[config.mk]
export PLATFORM = sky130hd
export DESIGN_NAME = ixc_assign_arb_38
export DESIGN_NICKNAME = d
export VERILOG_FILES = /design/src/rtl/ixc_assign_arb_38.sv
export SDC_FILE = /design/constraint.sdc
export NUM_CORES = 1
export LEC_CHECK = 0
export BUFFER_PORTS_ARGS = -buffer_cell sky130_fd_sc_hd__buf_2
export CORE_MARGIN = 5
export CORE_UTILIZATION = 44
export DETAILED_ROUTE_END_ITERATION = 8
export PLACE_DENSITY_LB_ADDON = 0.1
export SYNTH_ARGS = -nofsm -noshare
export SYNTH_HDL_FRONTEND = slang
export SYNTH_SLANG_ARGS = --single-unit
[constraint.sdc]
create_clock -name clk -period 3.8 [get_ports clk]
set_input_delay 0.19 -clock clk [delete_from_list [all_inputs] [get_ports clk]]
set_output_delay 0.19 -clock clk [all_outputs]
set_load 0.01 [all_outputs]
[src/rtl/ixc_assign_arb_38.sv]
// Round-robin arbiter with burst lock feeding one registered 38-bit beat to the shared assign datapath.
// Optional per-requester accepted-beat counters are enabled by defining IXC_ASSIGN_ARB_STATS_EN.
module ixc_assign_arb_38 #(
    parameter int unsigned NREQ = 4,
    parameter int unsigned W    = 38
) (
    input  logic              clk,
    input  logic              rst_n,
    input  logic [NREQ-1:0]   req_valid,
    input  logic [NREQ*W-1:0] req_data,
    input  logic [NREQ-1:0]   req_last,
    output logic [NREQ-1:0]   req_ready,
    output logic              out_valid,
    output logic [W-1:0]      out_data,
    output logic [1:0]        out_src,
    output logic              out_last,
    input  logic              out_ready
`ifdef IXC_ASSIGN_ARB_STATS_EN
    ,
    input  logic              stat_clr,
    output logic [NREQ*16-1:0] stat_beats
`endif
);

    typedef enum logic {IDLE, LOCK} state_e;

    state_e       state_q, state_d;
    logic [1:0]   owner_q, owner_d;
    logic [1:0]   rr_ptr_q, rr_ptr_d;
    logic         out_valid_q, out_valid_d;
    logic [W-1:0] out_data_q, out_data_d;
    logic [1:0]   out_src_q, out_src_d;
    logic         out_last_q, out_last_d;

    logic [3:0]   valid_pad;
    logic [2:0]   sum;
    logic [2:0]   psum;
    logic [1:0]   gnt_idx;
    logic         gnt_hit;
    logic         space;
    logic         accept;
    logic [W-1:0] sel_data;
    logic         sel_last;

    // Grant search works on a 4-bit padded valid so indices >= NREQ read as idle.
    always_comb begin
        valid_pad = 4'(req_valid);
        sum       = '0;
        gnt_hit   = 1'b0;
        gnt_idx   = owner_q;
        if (state_q == LOCK) begin
            gnt_hit = valid_pad[owner_q];
        end else begin
            for (int unsigned k = 0; k < NREQ; k++) begin
                sum = {1'b0, rr_ptr_q} + 3'(k);
                if (sum >= 3'(NREQ)) sum = sum - 3'(NREQ);
                if (!gnt_hit && valid_pad[sum[1:0]]) begin
                    gnt_hit = 1'b1;
                    gnt_idx = sum[1:0];
                end
            end
        end
    end

    always_comb begin
        space     = ~out_valid_q | out_ready;
        accept    = rst_n & space & gnt_hit;
        req_ready = '0;
        sel_data  = '0;
        sel_last  = 1'b0;
        for (int unsigned i = 0; i < NREQ; i++) begin
            if (gnt_idx == 2'(i)) begin
                sel_data     = req_data[i*W +: W];
                sel_last     = req_last[i];
                req_ready[i] = accept;
            end
        end
    end

    always_comb begin
        state_d     = state_q;
        owner_d     = owner_q;
        rr_ptr_d    = rr_ptr_q;
        out_valid_d = out_valid_q;
        out_data_d  = out_data_q;
        out_src_d   = out_src_q;
        out_last_d  = out_last_q;
        psum        = {1'b0, gnt_idx} + 3'd1;
        if (psum >= 3'(NREQ)) psum = '0;
        if (accept) begin
            out_valid_d = 1'b1;
            out_data_d  = sel_data;
            out_src_d   = gnt_idx;
            out_last_d  = sel_last;
            if (sel_last) begin
                state_d  = IDLE;
                rr_ptr_d = psum[1:0];
            end else begin
                state_d = LOCK;
                owner_d = gnt_idx;
            end
        end else if (out_ready) begin
            out_valid_d = 1'b0;
        end
    end

`ifdef IXC_ASSIGN_ARB_STATS_EN
    logic [15:0] cnt_q [NREQ];
    logic [15:0] cnt_d [NREQ];

    always_comb begin
        stat_beats = '0;
        for (int unsigned i = 0; i < NREQ; i++) begin
            cnt_d[i] = cnt_q[i];
            if (stat_clr) cnt_d[i] = '0;
            else if (accept && gnt_idx == 2'(i) && cnt_q[i] != '1) cnt_d[i] = cnt_q[i] + 16'd1;
            stat_beats[i*16 +: 16] = cnt_q[i];
        end
    end
`endif

    always_ff @(posedge clk or negedge rst_n) begin
        if (!rst_n) begin
            state_q     <= IDLE;
            owner_q     <= '0;
            rr_ptr_q    <= '0;
            out_valid_q <= 1'b0;
            out_data_q  <= '0;
            out_src_q   <= '0;
            out_last_q  <= 1'b0;
`ifdef IXC_ASSIGN_ARB_STATS_EN
            for (int unsigned i = 0; i < NREQ; i++) cnt_q[i] <= '0;
`endif
        end else begin
            state_q     <= state_d;
            owner_q     <= owner_d;
            rr_ptr_q    <= rr_ptr_d;
            out_valid_q <= out_valid_d;
            out_data_q  <= out_data_d;
            out_src_q   <= out_src_d;
            out_last_q  <= out_last_d;
`ifdef IXC_ASSIGN_ARB_STATS_EN
            for (int unsigned i = 0; i < NREQ; i++) cnt_q[i] <= cnt_d[i];
`endif
        end
    end

    assign out_valid = out_valid_q;
    assign out_data  = out_data_q;
    assign out_src   = out_src_q;
    assign out_last  = out_last_q;

endmodule

After elaboration in Yosys (flattened, before gate mapping) --
Index checks and enable logic that the tools add are counted.
Operators by class: add/sub/neg operators 8, order comparisons 10, equality and inequality tests 3, multiplexer cells 47, bitwise operators 5, reduce and logical (&&, ||, !) cells 10
Operators by type and width (count):
- 2-to-1 mux 38 bit | 4
- 2-to-1 mux 2 bit | 14
- 2-to-1 mux 1 bit | 24
- < comparator 2 x 3 -> 1 bit (second input constant) | 5
- >= comparator 3 bit (second input constant) | 4
- binary-select mux 1 bit (select 2 bit) | 5
- subtractor 2 x 1 -> 2 bit (second input constant) | 4
- adder 2 x 1 -> 3 bit (second input constant) | 2
- adder 2 x 2 -> 3 bit (second input constant) | 2
- equality test 2 bit (second input constant) | 2
- AND reduction 2 bit | 2
- >= comparator 2 x 3 -> 1 bit (second input constant) | 1
- logical AND 1 bit | 3
- logical NOT 1 bit | 3
- AND 1 bit | 2
- equality test 2 x 1 -> 1 bit (second input constant) | 1
- logical NOT 2 bit | 1
- NOT 1 bit | 2
- nonzero test 2 bit | 1
- OR 1 bit | 1
Storage, ports and cells: bits in registers 47, word-level logic and storage cells 90

Depth between registers and ports, before layout --
word-level depth 26, depth in mapped cells 17, mapped depth without buffers 13

Least setup slack after synthesis --
Ideal clock, no wire load.
kind register to register, start point register rr_ptr_q[1], end point register rr_ptr_q[0], setup time 0.125 ns, arrival time 3.022 ns, required time 3.675 ns, slack 0.654 ns, cell stages (with the launch flop) 16, path buffers 2, period minus slack after synthesis 3.146 ns, cells stage by stage dfrtp_1 > buf_2 > o21ba_2 > a32o_1 > a211oi_1 > a21oi_1 > mux2i_1 > inv_1 > ha_1 > clkbuf_1 > nor2b_1 > a221oi_1 > nor3_1 > a21oi_1 > nor4_1 > mux2_2
Between the ends: elaborated cells between the ends (all ways) 59
RTL lines:
- start: declaration | RTL line 29 | logic [1:0] rr_ptr_q, rr_ptr_d;
- start signal: assignment | RTL line 137 | rr_ptr_q <= rr_ptr_d;
- >= comparator 2 x 3 -> 1 bit / subtractor 2 x 1 -> 2 bit (equally long branches) | RTL line 56 | if (sum >= 3'(NREQ)) sum = sum - 3'(NREQ);
- 2-to-1 mux 2 bit | RTL line 56
- 2-to-1 mux 2 bit | RTL line 51 | if (state_q == LOCK) begin
- binary-select mux 1 bit (select 2 bit) | RTL line 57 | if (!gnt_hit && valid_pad[sum[1:0]]) begin
- 2-to-1 mux 1 bit (implied by the code) | RTL line 57
- 2-to-1 mux 1 bit | RTL line 57
- 2-to-1 mux 1 bit | RTL line 51
- logical NOT 1 bit | RTL line 57
- [... 7 more ...]
- logical NOT 1 bit | RTL line 57
- logical AND 1 bit | RTL line 57
- 2-to-1 mux 2 bit (*) | RTL line 57
- 2-to-1 mux 2 bit (*) | RTL line 51
- adder 2 x 1 -> 3 bit (*) | RTL line 88 | psum = {1'b0, gnt_idx} + 3'd1;
- >= comparator 3 bit | RTL line 89 | if (psum >= 3'(NREQ)) psum = '0;
- 2-to-1 mux 2 bit (*) | RTL line 89
- named net psum[0] | RTL line 37 | logic [2:0] psum;
The timed path passes the listed nets; every way through them passes the cells marked *. The select of a mux whose other input is x is not followed. A chain may end at the register's enable or synchronous reset.

Worst setup path after layout --
Same ends and word-level chain as after synthesis.

==> out/results.tsv <==
metric	value	unit
run status	finished, final reports clean	
root buf cell	clkbuf_8	
EDFF count, synth	0	
I/O Buffers	208	
maximum clock frequency	290	MHz
Core Util, Final	59.9	%
TritonCTS clock tree	done	
die width	98.1	um
RSZ-0062 raised after global routing	no	
initial antenna violation count	0	
GR Layer Usage met1	25.4	%
# clock sinks	47	
Power Dens Cells	937	nW/um^2
post-route minimum period	3450	ps
startpoint class of the critical path	register	
reg-to-reg setup timing slack	350	ps
global route overflow	0	
worst flop-to-flop path startpoint	rr_ptr_q[1]	
Netlist Area Pre-Place	3410	um^2
grt met2 use	37.9	%
clock latency on the worst-skew pair	300	ps
clk_skew	4.10	ps
met3 Use GR	6.50	%
maximum root-to-sink buffer count	2	
crit-path max FO	11	
Yosys warning count	0	
number of iterations in the first detailed-routing pass	4	
worst reg2reg path depth	13	
Max Cap Viol	0	
Hold Fails Final Rpt	0	
global placement routability congestion	0.889	
post-CTS sizing	0	
Reg-to-Reg End	rr_ptr_q[0]	
CORE AREA	7650	um^2
fill count	731	
number of global-route vias before repair	3746	
Area Growth Syn to Fin	34.3	%
Critical Path RT	3990	ps
Rel. slew slack	60.6	%
Post-CTS Hold Buffers	0	
area of the multi-input gates	2000	um^2
pre-CTS WS	282	ps
pin slew with the least headroom to its limit	591	ps
FFs w/ async S/R, synth	100	%
total track usage	21.6	%
Top Ports	209	
via count	3867	
leakage power	2.15	nW
register area share after synthesis	34.4	%
Site Rows	32	
Tcrit/Tclk final	90.8	%
Yosys reg bits	47	
CTS buffer count	5	
layout cells sized above 1	41.0	%
Main synth FF type	dfrtp_1	
Post-Syn Instances	425	
crit path launch	rr_ptr_q[1]	
Finished Cell Area	4580	um^2
die area	9620	um^2
WL final	10800	um
max-slew violations	0	
largest net degree at the start of global routing	57	
DRC errors left	0	
dominant cells by area after synthesis	dfrtp_1 34%, a21oi_1 12%, a221oi_1 9.7%, nor2b_1 7.3%, nor3_1 6.2%	
ANT cells	0	
first-pass GRT wire length	17300	um
post-synthesis cell type count	42	
Die H	98.1	um
CTS HTree Levels	2	
Starting Density	44.6	%
total power	4.30	mW
kind of critical path	register to register	
area post-placement	4470	um^2
Syn Nets	592	
Setup crit end kind	register	
Avg Cell Area, Syn	8.03	um^2
worst ir drop on vdd	0.000455	V
postcts setup bufs	0	
Synth top area share	34.4	%
post-route ant nets	0	
hpwl dp	8370	um
DRT iter0 DRCs	117	
hold crit path type	input port to asynchronous set/reset pin	
Final setup violation count	0	
busiest grt layer	met2	
CP endpoint	rr_ptr_q[0]	
Synth area leader	dfrtp_1	
Worst-path clk slew	90	ps
slack of the critical path	348	ps
WP data arrival	3640	ps
DR vias/cell	5.45	
area taken by flip-flops and latches	1180	um^2
Setup TNS	0	ps
Layout Nets	774	
Routed WL per cell	15.2	um
## per-layer routing
layer	part of all wire, %	wire length [um]
met4	2.3	244
met5	0	0
met2	49	5260
met3	9.3	1010
met1	40	4280
## registers in the layout (all words and copies together) (netlist names)
name	count
out_data	38
out_last	1
out_src	2
out_valid	1
owner_q	2
rr_ptr_q	2
state_q	1
## where the power goes
| part | switching (mW) | internal [mW] | leakage (nW) | total, mW |
|---|---|---|---|---|
| sequential | 0.176 | 0.766 | 0.538 | 0.942 |
| clock | 0.174 | 0.213 | 0.0612 | 0.387 |
| combinational | 1.68 | 1.29 | 1.55 | 2.97 |
| total | 2.03 | 2.27 | 2.15 | 4.30 |
## cells by family after synthesis
logic type      count (synthesis)  share of synthesized area, %
simple gates                  164                          24.9
compound gates                148                          28.2
fa+ha+maj                       4                          1.47
mux                            10                          3.88
flops                          47                          34.4
buf+inv                        52                          7.07
## synthesized netlist by cell type, types with 3 or more instances
library cell	instances
a21oi_1	82
a21oi_2	3
a221oi_1	38
and2_1	4
buf_2	7
buf_6	5
clkbuf_1	31
dfrtp_1	47
ha_1	4
inv_1	7
mux2_2	6
nand2_1	10
nand2b_1	7
nand3b_1	3
nor2_1	48
nor2b_1	40
nor3_1	42
nor4_1	3
o21ai_0	5
## critical path, stage by stage (launching register included)
cell and delay, ps:
dfrtp_1 550, o21ba_2 220, a32o_1 210, a211oi_1 190, a21oi_1 130, mux2i_1 370
inv_1 130, ha_1 280, nor2b_2 140, a221oi_1 80, nor3_1 200, a21oi_1 110
nor4_1 340, mux2_2 380
## how the worst min path moves through the flow
stage | startpoint | endpoint | depth (start not counted) | slack [ps]
2_1_floorplan | rst_n | out_data[0] | 0 | -110
3_3_place_gp | rst_n | out_valid | 2 | 370
3_5_place_dp | rst_n | out_data[23] | 2 | 360
4_1_cts | rst_n | out_data[25] | 2 | 40
5_1_grt | rst_n | out_data[23] | 2 | 70
6_report | rst_n | out_data[23] | 2 | 8
## placed cells by master, fill, tap and decap left out, types with 3 or more instances in the layout
cell type  netlist  routed
a21oi_2          3       3
nand3b_1         3       3
o21ai_0          5       5
clkbuf_8         0       6
and2_1           4       4
a221oi_1        38      38
a21oi_1         82      82
inv_1            7       7
dfrtp_1         47      46
buf_2            7     208
nand2b_1         7       7
nor2b_1         40      39
mux2_2           6       6
nor3_1          42      42
nand2_1         10      10
nor4_1           3       3
buf_4            0      12
nor2_1          48      48
## cell type report
type | count | area share, %
Clock inverter | 2 | 0.764
Timing Repair Buffer | 220 | 24.7
Clock buffer | 6 | 1.80
Inverter | 7 | 0.573
Multi-Input combinational cell | 326 | 43.7
Sequential cell | 47 | 25.7
Tap cell | 102 | 2.78
## metrics by stage
stage                     instances  hold slack, ps
after floorplan                 425            -106
after global placement          702             372
after detailed placement        702             364
after CTS                       710            37.4
after global routing            710            67.0
final                           710            8.40
Note: power is estimated with default switching activity, not from simulation.
